File: src/rtl/alu_exec.sv
// alu_exec: execute stage of the 8-bit datapath.
// Single-cycle ALU ops write back one cycle after issue. MUL is an iterative
// 8-step shift-add multiply that is present only when ALU_EXEC_MUL_EN is
// defined. Without that macro, opcode 8 is illegal and busy is tied low.
module alu_exec (
   input  logic       clk,
   input  logic       rst,
   input  logic       start,
   input  logic [3:0] opcode,
   input  logic [7:0] operandA,
   input  logic [7:0] operandB,
   input  logic [2:0] dest_in,
   output logic [7:0] result,
   output logic [7:0] mulHigh_out,
   output logic [2:0] dest_out,
   output logic       writeEn,
   output logic       busy,
   output logic       zero,
   output logic       carry,
   output logic       err
);

   localparam logic [3:0] OP_ADD  = 4'd0;
   localparam logic [3:0] OP_SUB  = 4'd1;
   localparam logic [3:0] OP_AND  = 4'd2;
   localparam logic [3:0] OP_OR   = 4'd3;
   localparam logic [3:0] OP_XOR  = 4'd4;
   localparam logic [3:0] OP_NOT  = 4'd5;
   localparam logic [3:0] OP_SHL  = 4'd6;
   localparam logic [3:0] OP_SHR  = 4'd7;
`ifdef ALU_EXEC_MUL_EN
   localparam logic [3:0] OP_MUL  = 4'd8;
`endif
   localparam logic [3:0] OP_PASS = 4'd9;

   logic [7:0] alu_res;
   logic       alu_carry;
   logic       op_legal;
   logic       op_mul;

   // Decode the opcode and compute the single-cycle result and carry.
   always_comb begin
      // NOTE: every variable gets a default first so that no path can infer a latch.
      alu_res   = '0;
      alu_carry = 1'b0;
      op_legal  = 1'b1;
      op_mul    = 1'b0;
      case (opcode)
         OP_ADD:  {alu_carry, alu_res} = {1'b0, operandA} + {1'b0, operandB};
         OP_SUB: begin
            alu_res   = operandA - operandB;
            alu_carry = (operandA < operandB);
         end
         OP_AND:  alu_res = operandA & operandB;
         OP_OR:   alu_res = operandA | operandB;
         OP_XOR:  alu_res = operandA ^ operandB;
         OP_NOT:  alu_res = ~operandA;
         OP_SHL: begin
            alu_res   = {operandA[6:0], 1'b0};
            alu_carry = operandA[7];
         end
         OP_SHR: begin
            alu_res   = {1'b0, operandA[7:1]};
            alu_carry = operandA[0];
         end
`ifdef ALU_EXEC_MUL_EN
         OP_MUL:  op_mul = 1'b1;
`endif
         OP_PASS: alu_res = operandA;
         default: op_legal = 1'b0;
      endcase
   end

`ifdef ALU_EXEC_MUL_EN
   typedef enum logic {S_IDLE, S_MUL} state_t;

   state_t     state_q, state_d;
   logic [2:0] cnt_q;
   logic [7:0] mcand_q;
   logic [7:0] hi_q, lo_q;
   logic [2:0] dest_q;
   logic [8:0] mul_sum;
   logic [7:0] hi_next, lo_next;
   logic       mul_last;

   assign mul_last = (cnt_q == 3'd7);
   assign busy     = (state_q == S_MUL);

   // Next-state logic: a MUL issue enters S_MUL, and the eighth step returns the FSM to S_IDLE.
   always_comb begin
      state_d = state_q;
      case (state_q)
         S_IDLE:  if (start && op_mul) state_d = S_MUL;
         S_MUL:   if (mul_last) state_d = S_IDLE;
         default: state_d = S_IDLE;
      endcase
   end

   // One shift-add step: conditionally add the multiplicand into the high half, then shift right.
   always_comb begin
      mul_sum = {1'b0, hi_q} + (lo_q[0] ? {1'b0, mcand_q} : 9'd0);
      hi_next = mul_sum[8:1];
      lo_next = {mul_sum[0], lo_q[7:1]};
   end

   // State register, iteration counter and partial-product registers.
   always_ff @(posedge clk) begin
      // NOTE: sequential state uses non-blocking assignments so every register samples pre-edge values.
      if (rst) begin
         state_q <= S_IDLE;
         cnt_q   <= '0;
         mcand_q <= '0;
         hi_q    <= '0;
         lo_q    <= '0;
         dest_q  <= '0;
      end else begin
         state_q <= state_d;
         if (busy) begin
            hi_q  <= hi_next;
            lo_q  <= lo_next;
            cnt_q <= cnt_q + 3'd1;
         end else if (start && op_mul) begin
            mcand_q <= operandA;
            hi_q    <= '0;
            lo_q    <= operandB;
            cnt_q   <= '0;
            dest_q  <= dest_in;
         end
      end
   end
`else
   assign busy = 1'b0;
`endif

   // Architectural outputs change only on a write. err pulses for one cycle on an illegal issue.
   always_ff @(posedge clk) begin
      if (rst) begin
         result      <= '0;
         mulHigh_out <= '0;
         dest_out    <= '0;
         writeEn     <= 1'b0;
         zero        <= 1'b0;
         carry       <= 1'b0;
         err         <= 1'b0;
      end else begin
         writeEn <= 1'b0;
         err     <= 1'b0;
`ifdef ALU_EXEC_MUL_EN
         if (busy) begin
            if (mul_last) begin
               result      <= lo_next;
               mulHigh_out <= hi_next;
               dest_out    <= dest_q;
               zero        <= ({hi_next, lo_next} == 16'd0);
               carry       <= 1'b0;
               writeEn     <= 1'b1;
            end
         end else
`endif
         if (start) begin
            if (!op_legal) begin
               err <= 1'b1;
            end else if (!op_mul) begin
               result      <= alu_res;
               mulHigh_out <= '0;
               dest_out    <= dest_in;
               zero        <= (alu_res == 8'd0);
               carry       <= alu_carry;
               writeEn     <= 1'b1;
            end
         end
      end
   end

endmodule

File: config.mk
export PLATFORM = sky130hd
export DESIGN_NAME = alu_exec
export DESIGN_NICKNAME = d
export VERILOG_FILES = /design/src/rtl/alu_exec.sv
export SDC_FILE = /design/constraint.sdc
export NUM_CORES = 1
export LEC_CHECK = 0
export CELL_PAD_IN_SITES_DETAIL_PLACEMENT = 1
export CELL_PAD_IN_SITES_GLOBAL_PLACEMENT = 2
export CORE_ASPECT_RATIO = 1.1
export CORE_MARGIN = 2
export CORE_UTILIZATION = 30
export DETAILED_ROUTE_END_ITERATION = 6
export PLACE_DENSITY = 0.9
export SETUP_SLACK_MARGIN = 0.02
export SLEW_MARGIN = 5
export SYNTH_ARGS = -nofsm -noshare
export SYNTH_HDL_FRONTEND = slang
export SYNTH_SLANG_ARGS = --single-unit
File: constraint.sdc
create_clock -name clk -period 4.63 [get_ports clk]
set_input_delay 0.926 -clock clk [delete_from_list [all_inputs] [get_ports clk]]
set_output_delay 0.926 -clock clk [all_outputs]
set_load 0.01 [all_outputs]
Yosys cells after proc, flatten, opt, wreduce, memory -nomap -nowiden --
Index checks and enable logic that the tools add are counted.
Storage, ports and cells: flip-flop bits (word level) 15, word-level logic and storage cells 32, output and inout bits 24, bits of input ports 26
Operators by class: equality and inequality tests 8, magnitude comparators 1, add/subtract/negate cells 2, bitwise gates (word level) 5, muxes and demuxes 5, reduce and logical (&&, ||, !) cells 5
Operator list (count):
- $pmux 8 s9 | 1
- $eq 4x3->1 const B | 4
- $add 8x8->9 | 1
- $reduce_or 9->1 | 1
- $and 8x8->8 | 1
- $eq 4x2->1 const B | 2
- $logic_not 8->1 | 1
- $lt 8x8->1 | 1
- $not 8->8 | 1
- $or 8x8->8 | 1
- $sub 8x8->8 | 1
- $xor 8x8->8 | 1
- $eq 4x1->1 const B | 1
- $eq 4x4->1 const B | 1
- $logic_not 4->1 | 1
- $pmux 1 s4 | 1
- $mux 1 | 3
- $reduce_and 2->1 | 1
- $reduce_or 2->1 | 1
- $not 1->1 | 1

Longest topological paths before layout --
Gate-level depths: netlist of run 1.
word-level depth 4, gate-level depth with buffers 11

Least setup slack after synthesis of run 1 --
Ideal clock, no wire load.
path type input port to flip-flop, start input operandA[0], end register zero, arrival 2788 ps, library setup time 84 ps, data required time 4546 ps, setup slack 1758 ps, stages on the path 10, cell sequence ha_1 -> inv_1 -> fa_1 -> nand2b_1 -> a211oi_1 -> o31ai_1 -> nand3_1 -> o31ai_1 -> or3_1 -> o31ai_2
Between the ends: longest elaborated chain between the ends 3, elaborated cells between the ends (all ways) 8, those cells by class add/sub (2); mux (1); bitwise (4); reduce/logical (1)
RTL lines:
- start: declaration | line 10 | input logic [7:0] operandA,
- $sub 8x8->8 (tied with other cells) | line 51 | alu_res = operandA - operandB;
- $pmux 8 s9 * | line 48 | case (opcode)
- $logic_not 8->1 * | line 167 | zero <= (alu_res == 8'd0);
- end signal: assignment | line 167
- end: declaration | line 18 | output logic zero,
Every way passes the cells marked *; elsewhere a longest branch is shown, timed or not. A chain may end at the register's enable or synchronous reset.

Final worst setup path of run 1 --
Same ends and word-level chain as after synthesis.

==> metrics, run 1 <==
result of the run finished, final reports clean; area delta synth->final 23.2%; detailed-placement wirelength estimate 4950 um; library cell contributing the largest single delay on the critical path clkdlybuf4s50_1; Worst Max-Slew Pin Slew 766 ps; clock sink count 15; x dimension of the die 82.5 um; count of antenna diodes in the layout 0; DIE AREA 0.00746 mm2; share of synthesized flip-flops with an asynchronous set or reset 0%; count of flip-flops with a built-in enable after synthesis 0; # Post-CTS Setup Buffers 0; Synth Instances 281; delay of the slowest cell on the worst path 570 ps; number of nets in the layout 366; Power Total 456 uW; pre-CTS setup slack 713 ps; critical path buffer and inverter count 2; fraction of final layout cells with drive strength greater than 1 5.75%; Startpoint Class primary input; number of flip-flops and latches in the synthesized netlist 15; overall die height 90.4 um; first-pass GRT wire length 10300 um; clk slew on worst S/H paths 60 ps; share of synthesized area occupied by flip-flops and latches 14.8%; critical path fanouts, max 5; global route total overflow 0; final critical-path required period 3650 ps; worst setup slack after layout 978 ps; CP dominant cell by count o31ai_1; highest clock frequency the design can meet 0.274 GHz; via count of the first global-routing pass 2058; element type at the critical path end flip-flop; number of buffers inserted during clock tree synthesis 3; final core area utilization 38.0%; H-tree levels 1; final estimated routing congestion in global placement 0.892; final WL 6280 um; worst-case clock buffer depth 2; routed vias/inst 5.27; worst clock skew on the final layout 0 ps; standard cell core area 0.00659 mm2; initial antenna violation count 0; Worst Path Class, Setup in -> reg; Worst EP required 4800 ps; highest ir drop seen on vdd 0.000125 V; final-report setup violation count 0; relative slew slack 48.8%; # IOs 50; cell family contributing the most delay on the critical path compound AO/OA/AOI/OAI gates; number of warnings issued by yosys 0; quantity of hold-fixing buffers added after cts 0; DRT iter0 DRCs 86; RSZ-0062 raised after global routing no; predominant post-synthesis flop cell dfxtp_1; leakage component of the power 1.06 nW; count of unique library cells instantiated by Yosys 57; first drt pass iteration count 4; final setup TNS 0 ps; Synth Cell Area 0.00204 mm2; number of placement rows 31; Final Max Tran Viols 0; Vias 2080; average instance area after synthesis 7.24 um2; crit-path cells clkdlybuf4s50_1 > ha_1 > inv_1 > fa_1 > nand2b_1 > a211oi_1 > o31ai_1 > nand3_1 > o31ai_1 > or3_1 > o31ai_2; signal arrival time at the worst endpoint 3820 ps; power per cell area 182 mW/mm2; count of input and output buffers 40; mean routed wirelength per cell 15.9 um; post-cts gate resize count 0; final hold viol count 0; count of nets left with antenna violations after detail routing 0; Overall Global Routing Usage 17.0%; crit share post-route 78.9%; Tightest Hold Check Type reg -> reg; DRC violations left 0; Skew-Pair Late Insertion Delay 250 ps; pin count of the biggest net entering global routing 30; root buffer cell clkbuf_8; initial cell density of the core 30.9%; CTS tree done; worst-case hold slack 458 ps; max-cap violations 0
[placed cells by master, fill, tap and decap left out, types with 6 or more instances in the layout]
cell type	count
clkdlybuf4s50_1	40
nand2_1	27
inv_1	26
ha_1	24
nor2_1	23
a21oi_1	19
dfxtp_1	15
o21ai_0	14
mux2i_1	11
conb_1	9
a211oi_1	8
nand3_1	7
nand2b_1	6
[state kept, by name (all words and copies together) (netlist names)]
signal / count
writeEn: 1
carry: 1
zero: 1
dest_out: 3
err: 1
result: 8
[cell families (layout without fill, tap and decap cells)]
logic type	count (synthesis)	after routing	synth area share, %
fa+ha+maj	26	26	16.7
compound gates	82	82	27.5
simple gates	93	93	22.6
xor+xnor	3	3	1.29
buf+inv	50	74	11.6
other cells	1	9	0.184
flops	15	15	14.8
mux	11	11	5.41
[routing by layer]
metal,routed length (um),vias up,track usage (%)
li1,-,1048,-
met1,2920,979,23.6
met2,3030,49,29.1
met3,302,4,1.20
met4,28,0,2.32
met5,0,-,0
[tightest hold or removal path, delay by kind of cell (launching register included)]
kind	cells	cell delay [ps]
AOI/OAI and AO/OA	1	50
DFF	1	310
and+or+nand+nor	1	50
[final timing paths]
path	startpoint	to	slack, ps	cells past startpoint
min reg2reg	dest_out[2]$_SDFFE_PP0P_	dest_out[2]$_SDFFE_PP0P_	460	2
max reg2reg	result[7]$_SDFFE_PP0P_	result[7]$_SDFFE_PP0P_	3920	3
min	dest_out[2]$_SDFFE_PP0P_	dest_out[2]$_SDFFE_PP0P_	460	2
max	operandA[0]	zero$_SDFFE_PP0P_	980	11
[through the flow]
step / cell area (um2) / instances
final: 2510 / 395
after global routing: 2510 / 395
after global placement: 2460 / 391
after detailed placement: 2460 / 391
after CTS: 2510 / 395
after floorplan: 2070 / 289
[cells in the mapped netlist, types with 3 or more instances]
cell type	n	area (um2)
dfxtp_1	15	300
clkbuf_1	4	15.0
a31oi_1	3	18.8
and3_1	4	25.0
nand3_1	7	35.0
mux2i_1	11	110
buf_2	7	35.0
nand2b_1	6	37.5
nor2b_1	4	25.0
or3b_2	3	26.3
o311ai_0	3	26.3
o21a_1	3	22.5
a21oi_1	19	95.1
buf_4	10	75.1
or3_1	3	18.8
ha_1	24	300
o21ai_0	14	70.1
a211oi_1	8	60.1
o211ai_1	5	37.5
nand2_1	27	101
o22ai_1	3	18.8
inv_1	26	97.6
nor2_1	23	86.3
nor3_1	5	25.0
[layout make-up]
type                       instances  area, um2
clock buffer                       3       41.3
clock inverter                     1       5.00
fill                             832       4090
inverter                          26       97.6
multi-input combinational        224       1530
sequential                        15        300
tap                               82        103
timing repair buffer              44        430
[power breakdown]
group          internal (mW)  switching (mW)
Clock                 0.0595          0.0452
Sequential             0.137         0.00346
Combinational         0.0922           0.119
Total                  0.288           0.168
Power figures use the tool's default switching activity.
==> inputs of run 2 (changes only) <==
--- a/config.mk
+++ b/config.mk
@@ -9,9 +9,9 @@
 export CELL_PAD_IN_SITES_GLOBAL_PLACEMENT = 2
 export CORE_ASPECT_RATIO = 1.1
 export CORE_MARGIN = 2
-export CORE_UTILIZATION = 30
+export CORE_UTILIZATION = 28
 export DETAILED_ROUTE_END_ITERATION = 6
-export PLACE_DENSITY = 0.9
+export PLACE_DENSITY = 0.85
 export SETUP_SLACK_MARGIN = 0.02
 export SLEW_MARGIN = 5
 export SYNTH_ARGS = -nofsm -noshare
==> constraint.sdc (replaced) <==
create_clock -name clk -period 3.6 [get_ports clk]
set_input_delay 0.72 -clock clk [delete_from_list [all_inputs] [get_ports clk]]
set_output_delay 0.72 -clock clk [all_outputs]
set_load 0.01 [all_outputs]
==> run 2 against run 1 <==
Against the previous run: first-iteration DRC count is 38% higher; design area is 2.8% higher; cell count is 3.0% higher; flip-flop and latch count stayed put; largest power group unchanged; highest routed layer unchanged.
==> metrics, run 2 (same netlist as run 1, synthesis figures left out) <==
# IOs 50 (unchanged); detailed-placement wirelength estimate 5120 um (+3.5%); DRT iter0 DRCs 119 (+38%); global route total overflow 0 (unchanged); root buffer cell clkbuf_8; # Post-CTS Setup Buffers 0 (unchanged); Overall Global Routing Usage 15.8% (-1.2 points); R2R setup slack 2850 ps (-1070 ps); crit-path cells clkdlybuf4s50_1 > ha_1 > inv_1 > fa_1 > nand2b_1 > a211oi_1 > o31ai_1 > nand3_1 > o31ai_1 > or3_1 > o31ai_2; final WL 6310 um (+0.49%); final hold viol count 0 (unchanged); Skew-Pair Late Insertion Delay 240 ps (about the same); quantity of hold-fixing buffers added after cts 0 (unchanged); count of nets left with antenna violations after detail routing 0 (unchanged); delay of the slowest cell on the worst path 550 ps (-20 ps); first drt pass iteration count 4 (unchanged); power per cell area 229 mW/mm2 (+26%); mean routed wirelength per cell 15.5 um (-2.5%); worst-case hold slack 460 ps (+2.50 ps); final estimated routing congestion in global placement 0.818 (-8.4%); initial antenna violation count 0 (unchanged); most common library cell in the layout ignoring fill and taps clkdlybuf4s50_1; pin count of the biggest net entering global routing 29 (-3.3%); worst-case clock buffer depth 2 (unchanged); via count of the first global-routing pass 2099 (+2.0%); highest ir drop seen on vdd 0.000206 V (+65%); initial cell density of the core 28.9% (-2.0 points); Final Max Tran Viols 0 (unchanged); x dimension of the die 85.3 um (+3.3%); area delta synth->final 26.7%; RSZ-0062 raised after global routing no; critical path fanouts, max 5 (unchanged); count of input and output buffers 40 (unchanged); library cell contributing the largest single delay on the critical path clkdlybuf4s50_1; Largest register FFs 8 (unchanged); highest clock frequency the design can meet 0.310 GHz; relative slew slack 64.2% (+15 points); top flop regs result (8), dest_out (3); post-cts gate resize count 0 (unchanged); clock sink count 15 (unchanged); Vias 2108 (+1.3%); H-tree levels 1 (unchanged); leakage component of the power 1.11 nW (+4.2%); Power Total 592 uW (+30%); max-cap violations 0 (unchanged); final-report setup violation count 0 (unchanged); final critical-path required period 3230 ps; DIE AREA 0.00797 mm2 (+6.8%); worst clock skew on the final layout 0 ps (unchanged); count of antenna diodes in the layout 0 (unchanged); number of nets in the layout 375 (+2.5%); signal arrival time at the worst endpoint 3390 ps (-430 ps); element type at the critical path end flip-flop; Startpoint Class primary input; Worst Path Class, Setup in -> reg; final setup TNS 0 ps (unchanged); Worst EP required 3760 ps (-1040 ps); crit share post-route 89.7%; standard cell core area 0.00705 mm2 (+6.9%); Worst Max-Slew Pin Slew 536 ps (-230 ps); top library cells by usage in the layout, fill and taps aside clkdlybuf4s50_1, nand2_1, inv_1, ha_1, nor2_1; largest register by flop count result; number of buffers inserted during clock tree synthesis 3 (unchanged); first-pass GRT wire length 10300 um (+0.14%); DRC violations left 0 (unchanged); Tightest Hold Check Type reg -> reg; overall die height 93.4 um (+3.4%); routed vias/inst 5.18 (-1.6%); fraction of final layout cells with drive strength greater than 1 8.39% (+2.6 points); number of placement rows 32 (+3.2%); clk slew on worst S/H paths 60 ps (about the same); CTS tree done; result of the run finished, final reports clean; CP dominant cell by count o31ai_1
==> run 2: power by group <==
| group | internal, mW | switching [mW] |
|---|---|---|
| Combinational | 0.125 | 0.154 |
| Clock | 0.0764 | 0.0553 |
| Sequential | 0.176 | 0.00448 |
| Total | 0.378 | 0.214 |
==> run 2: worst paths after layout <==
kind / startpoint / end / cells after the start
worst max-delay path: operandA[0] / zero$_SDFFE_PP0P_ / 11
worst max register to register: result[4]$_SDFFE_PP0P_ / result[4]$_SDFFE_PP0P_ / 2
worst min-delay path: dest_out[1]$_SDFFE_PP0P_ / dest_out[1]$_SDFFE_PP0P_ / 2
worst min register to register: dest_out[1]$_SDFFE_PP0P_ / dest_out[1]$_SDFFE_PP0P_ / 2
==> run 2: critical path, delay by kind of cell <==
kind | cells | cell delay, ps
adder cells (fa/ha/maj) | 2 | 640
buffers and inverters | 2 | 620
AND/OR/NAND/NOR | 3 | 650
AO/OA/AOI/OAI | 4 | 750
==> run 2: area by class of cell <==
cell class                 count  area, um2
timing repair buffer          53        498
clock buffer                   3       41.3
inverter                      26       97.6
multi-input combinational    224       1530
fill                         879       4470
sequential                    15        300
tap                           85        106
clock inverter                 1       5.00
==> run 2: through the flow <==
stage	instances	util, %	instance area, um2	worst slack (ps)
2_1_floorplan	289	-	2070	934
3_3_place_gp	403	35.9	2530	187
3_5_place_dp	403	35.9	2530	83.4
4_1_cts	407	36.6	2580	338
5_1_grt	407	36.6	2580	175
6_report	407	36.6	2580	369
==> run 2: routing by layer <==
metal | global-route usage, % | vias to the layer above | share of wire, %
li1 | - | 1057 | -
met2 | 28.8 | 46 | 50
met1 | 20.7 | 999 | 45
met5 | 0 | - | 0
met3 | 0.971 | 6 | 4.2
met4 | 2.78 | 0 | 0.70
==> RTL edit 1 (config.mk and constraints of run 2) <==
Add an input register stage for `opcode`; this delays it by one clock. The other inputs are not delayed to match. Comments in the files are not updated.
--- a/src/rtl/alu_exec.sv
+++ b/src/rtl/alu_exec.sv
@@ -34,4 +34,10 @@
    localparam logic [3:0] OP_PASS = 4'd9;
 
+   logic [3:0] opcode_q;
+
+   always_ff @(posedge clk) begin
+      opcode_q <= opcode;
+   end
+
    logic [7:0] alu_res;
    logic       alu_carry;
@@ -46,5 +52,5 @@
       op_legal  = 1'b1;
       op_mul    = 1'b0;
-      case (opcode)
+      case (opcode_q)
          OP_ADD:  {alu_carry, alu_res} = {1'b0, operandA} + {1'b0, operandB};
          OP_SUB: begin
Behaviour: not the same (Yosys sat finds a counterexample within 4 cycles, from zero or initial values and one cycle with rst high).
==> RTL edit 1 against run 2 <==
Sequential cell count grew 4. Hold slack improved by 13 ps. Wire length up 13%. First-iteration DRC count rose by 55%. Cell area rose by 9.4%. Synthesized area increased by 8.0%. Setup slack got worse by 110 ps. Power is 15% higher. Critical endpoint is now result[7]. Largest power group unchanged.
==> RTL edit 1: results (changes against run 2) <==
- Result of the run: complete, no violations
- Reported sequential group power: 0.241 mW (+34%)
- Max FO, Critical Path: 3 (-2)
- Post-layout nets: 383 (+2.1%)
- End point of the worst hold path: carry
- Via count normalized by instance count: 5.15 (-0.58%)
- Comb power: 0.299 mW (+7%)
- Fraction of synthesized cell area in xor and xnor cells: 1.20% (-0.095 points)
- Top cells by area in the synthesized netlist: sky130_fd_sc_hd__dfxtp_1 (17%), sky130_fd_sc_hd__ha_1 (14%), sky130_fd_sc_hd__mux2i_1 (6.4%)
- Placed Cells: 431 (+6.9%)
- Minimum clock period after layout: 3340 ps (+110 ps)
- Reg-to-reg startpoint: opcode_q[2]
- Storage cell area: 380 sq um (+27%)
- Peak supply drop: 92.3 uV (-55%)
- Number of different library cells in the post-synthesis netlist: 62 (+8.8%)
- Initial drt markers: 184 (+55%)
- Share of synthesized cell area in full adder, half adder and majority cells: 15.5% (-1.2 points)
- Leakage: 1.22 nW (+11%)
- CP max stage cell: sky130_fd_sc_hd__or4_1
- Sequential share of the synthesized area: 17.3% (+2.6 points)
- Capturing point of the worst reg2reg path: zero
- Filler cell count in the final layout: 934 (+6.3%)
- First-pass GRT wire length: 11.7 mm (+14%)
- Regs by FF count: result: 8 flops, opcode_q: 4 flops, dest_out: 3 flops
- Largest net degree at the start of global routing: 27 (-6.9%)
==> RTL edit 1: routing by layer <==
metal  part of all wire, %  routed length, um  track usage, %
met5                     0                  0               0
met4                  0.56                 40            3.50
met3                   4.8                341           0.768
met2                    48               3440            28.1
met1                    46               3290            23.6
==> RTL edit 1: worst reg2reg max path, cell delays in order, from the launching register on <==
cell and delay (ps):
sky130_fd_sc_hd__dfxtp_1 610, sky130_fd_sc_hd__buf_4 330, sky130_fd_sc_hd__or4_1 560, sky130_fd_sc_hd__or3_1 380, sky130_fd_sc_hd__o211ai_2 180, sky130_fd_sc_hd__o22ai_1 110, sky130_fd_sc_hd__and3_4 210, sky130_fd_sc_hd__and4_4 140
sky130_fd_sc_hd__a22o_1 170
==> RTL edit 1: cell type report <==
type	count	area share, %
clock buffer	4	1.60
inverter	26	3.46
multi-input combinational	219	56.8
sequential	19	13.5
tap	105	4.66
timing repair buffer	62	20.0
==> RTL edit 2 (config.mk and constraints of run 2) <==
Without the edit above. Build with the macro `ALU_EXEC_MUL_EN` defined.
--- a/src/rtl/alu_exec.sv
+++ b/src/rtl/alu_exec.sv
@@ -3,4 +3,6 @@
 // 8-step shift-add multiply that is present only when ALU_EXEC_MUL_EN is
 // defined. Without that macro, opcode 8 is illegal and busy is tied low.
+`define ALU_EXEC_MUL_EN
+
 module alu_exec (
    input  logic       clk,
Function: changed (Yosys sat finds a counterexample within 4 cycles, from zero or initial values and one cycle with rst high).
==> RTL edit 2 against run 2 <==
Hold slack lost 8.6 ps. Cell area increased by 99%. Wire length increased by 120%. Sequential cell count is 39 higher. Utilization decreased by 2.0 points. Power grew to 2.6 times the old value. Setup slack got worse by 62 ps. Cell count is 93% higher. Synthesized area up 110%. Fmax decreased by 1.9%. Largest cell class unchanged. Highest routed layer unchanged.
==> RTL edit 2: results (changes against run 2) <==
- Placed Cells: 779 (+93%)
- Count of TritonRoute iterations in the first routing pass: 5 (+1)
- Peak supply drop: 163 uV (-21%)
- Insertion delay of the later-clocked pin in the worst-skew pair: 290 ps (+50 ps)
- Max FO, Critical Path: 3 (-2)
- Slew headroom: 53.4% (-11 points)
- Antenna violations before repair: 0 (unchanged)
- Sequential share of the synthesized area: 25.7% (+11 points)
- Fraction of registers with async set/reset: 0% (unchanged)
- Fraction of final layout cells with drive strength greater than 1: 9.64% (+1.3 points)
- CP max stage cell: sky130_fd_sc_hd__clkdlybuf4s50_1
- Via count normalized by instance count: 5.29 (+2.2%)
- GPL Wtd Cong: 0.872 (+6.6%)
- Filler cell count in the final layout: 1782 (+100%)
- Cts bufs inserted: 5 (+2)
- Number of levels the H-tree was split into: 2 (+1)
- Avg Cell Area, Syn: 7.85 sq um (+8.4%)
- Slowest stage delay, CP: 480 ps (-70 ps)
- Yosys top cell area share: 25.7% (+11 points)
- Leakage: 1.99 nW (+79%)
- Average wire length per cell after detail routing: 17.9 um (+15%)
- First-pass GRT wire length: 23.0 mm (+120%)
- Post-CTS setup buffers: 0 (unchanged)
- Result of the run: complete, no violations
- Arrival @ worst endpoint: 3480 ps (+90 ps)
- Overall track demand over capacity in global routing: 17.8% (+1.9 points)
- Number of cells upsized or downsized after cts: 0 (unchanged)
- Number of global-route vias before repair: 4283 (+100%)
- Port Buffers: 49 (+23%)
- Largest net degree at the start of global routing: 30 (+3.4%)
- Type of the most critical hold path: reg -> reg
- Clk root buf: sky130_fd_sc_hd__clkbuf_16
- Start point of the worst hold path: result[3]
- Total Neg Setup Slack: 0 ps (unchanged)
- Number of different library cells in the post-synthesis netlist: 76 (+33%)
- Synthesized area: 4210 sq um (+110%)
- CTS clock-pin slew for the worst setup and hold paths: 70 ps
- Reg-to-reg startpoint: mcand_q[0]
- Initial drt markers: 250 (+110%)
- DP Wirelength: 11.3 mm (+120%)
- Commonest cells post-synth: sky130_fd_sc_hd__nand2_1 (71), sky130_fd_sc_hd__dfxtp_1 (54), sky130_fd_sc_hd__a21oi_1 (50), sky130_fd_sc_hd__nor2_1 (50), sky130_fd_sc_hd__ha_1 (34)
- Maximum buffer depth of the clock tree: 2 (unchanged)
- Post-place setup slack: 29.2 ps (-54.2 ps)
- Top cells by area in the synthesized netlist: sky130_fd_sc_hd__dfxtp_1 (26%), sky130_fd_sc_hd__ha_1 (10%), sky130_fd_sc_hd__nand2_1 (6.3%)
- Post-layout nets: 653 (+74%)
- Ant. Diodes: 0 (unchanged)
- Setup clock skew after layout: 8.29 ps (+8.29 ps)
- Via total after detailed routing: 4166 (+98%)
-- RTL edit 2: metal layers --
layer	vias up	routed length (um)	global-route usage (%)
met5	-	0	0
met4	0	252	4.20
met3	21	386	1.94
met2	71	7100	32.1
met1	2038	6320	22.4
li1	2036	-	-
-- RTL edit 2: power breakdown --
part	switching (mW)	internal, mW
sequential	0.00931	0.610
combinational	0.223	0.165
clock	0.210	0.329
total	0.442	1.10
-- RTL edit 2: worst max-delay path, delay by kind of cell --
kind	cells	cell delay (ps)
adders and majority gates	2	650
and+or+nand+nor	1	250
buffers and inverters	3	740
AOI/OAI and AO/OA	6	1120
-- RTL edit 2: cell type report --
type / count / area share (%)
Inverter: 31 / 2.31
Timing Repair Buffer: 83 / 14.4
Sequential cell: 54 / 21.0
Clock inverter: 1 / 0.584
Tap cell: 196 / 4.77
Clock buffer: 7 / 2.58
Multi-Input combinational cell: 415 / 54.3
-- RTL edit 2: stage by stage --
step	power, mW	instance area (sq um)	hold slack, ps
2_1_floorplan	0.863	4210	432
3_3_place_gp	1.01	4980	440
3_5_place_dp	1.02	4980	447
4_1_cts	1.56	5140	456
5_1_grt	1.62	5140	470
6_report	1.55	5140	452
-- RTL edit 2: kinds of logic (layout without fill, tap and decap cells) --
logic type / after synthesis / count (layout) / share of synthesized area (%)
AO/OA/AOI/OAI: 147 / 147 / 25.2
XOR/XNOR: 6 / 6 / 1.25
adder cells (fa/ha/maj): 37 / 37 / 11.5
buffers and inverters: 67 / 122 / 7.88
flip-flops: 54 / 54 / 25.7
multiplexers: 14 / 14 / 3.69
AND/OR/NAND/NOR: 211 / 211 / 24.8
-- RTL edit 2: worst paths after layout --
kind	to	slack, ps	cells past startpoint
setup reg to reg	zero	800	11
hold reg to reg	result[3]	450	2
setup / recovery	carry	310	12
hold / removal	result[3]	450	2
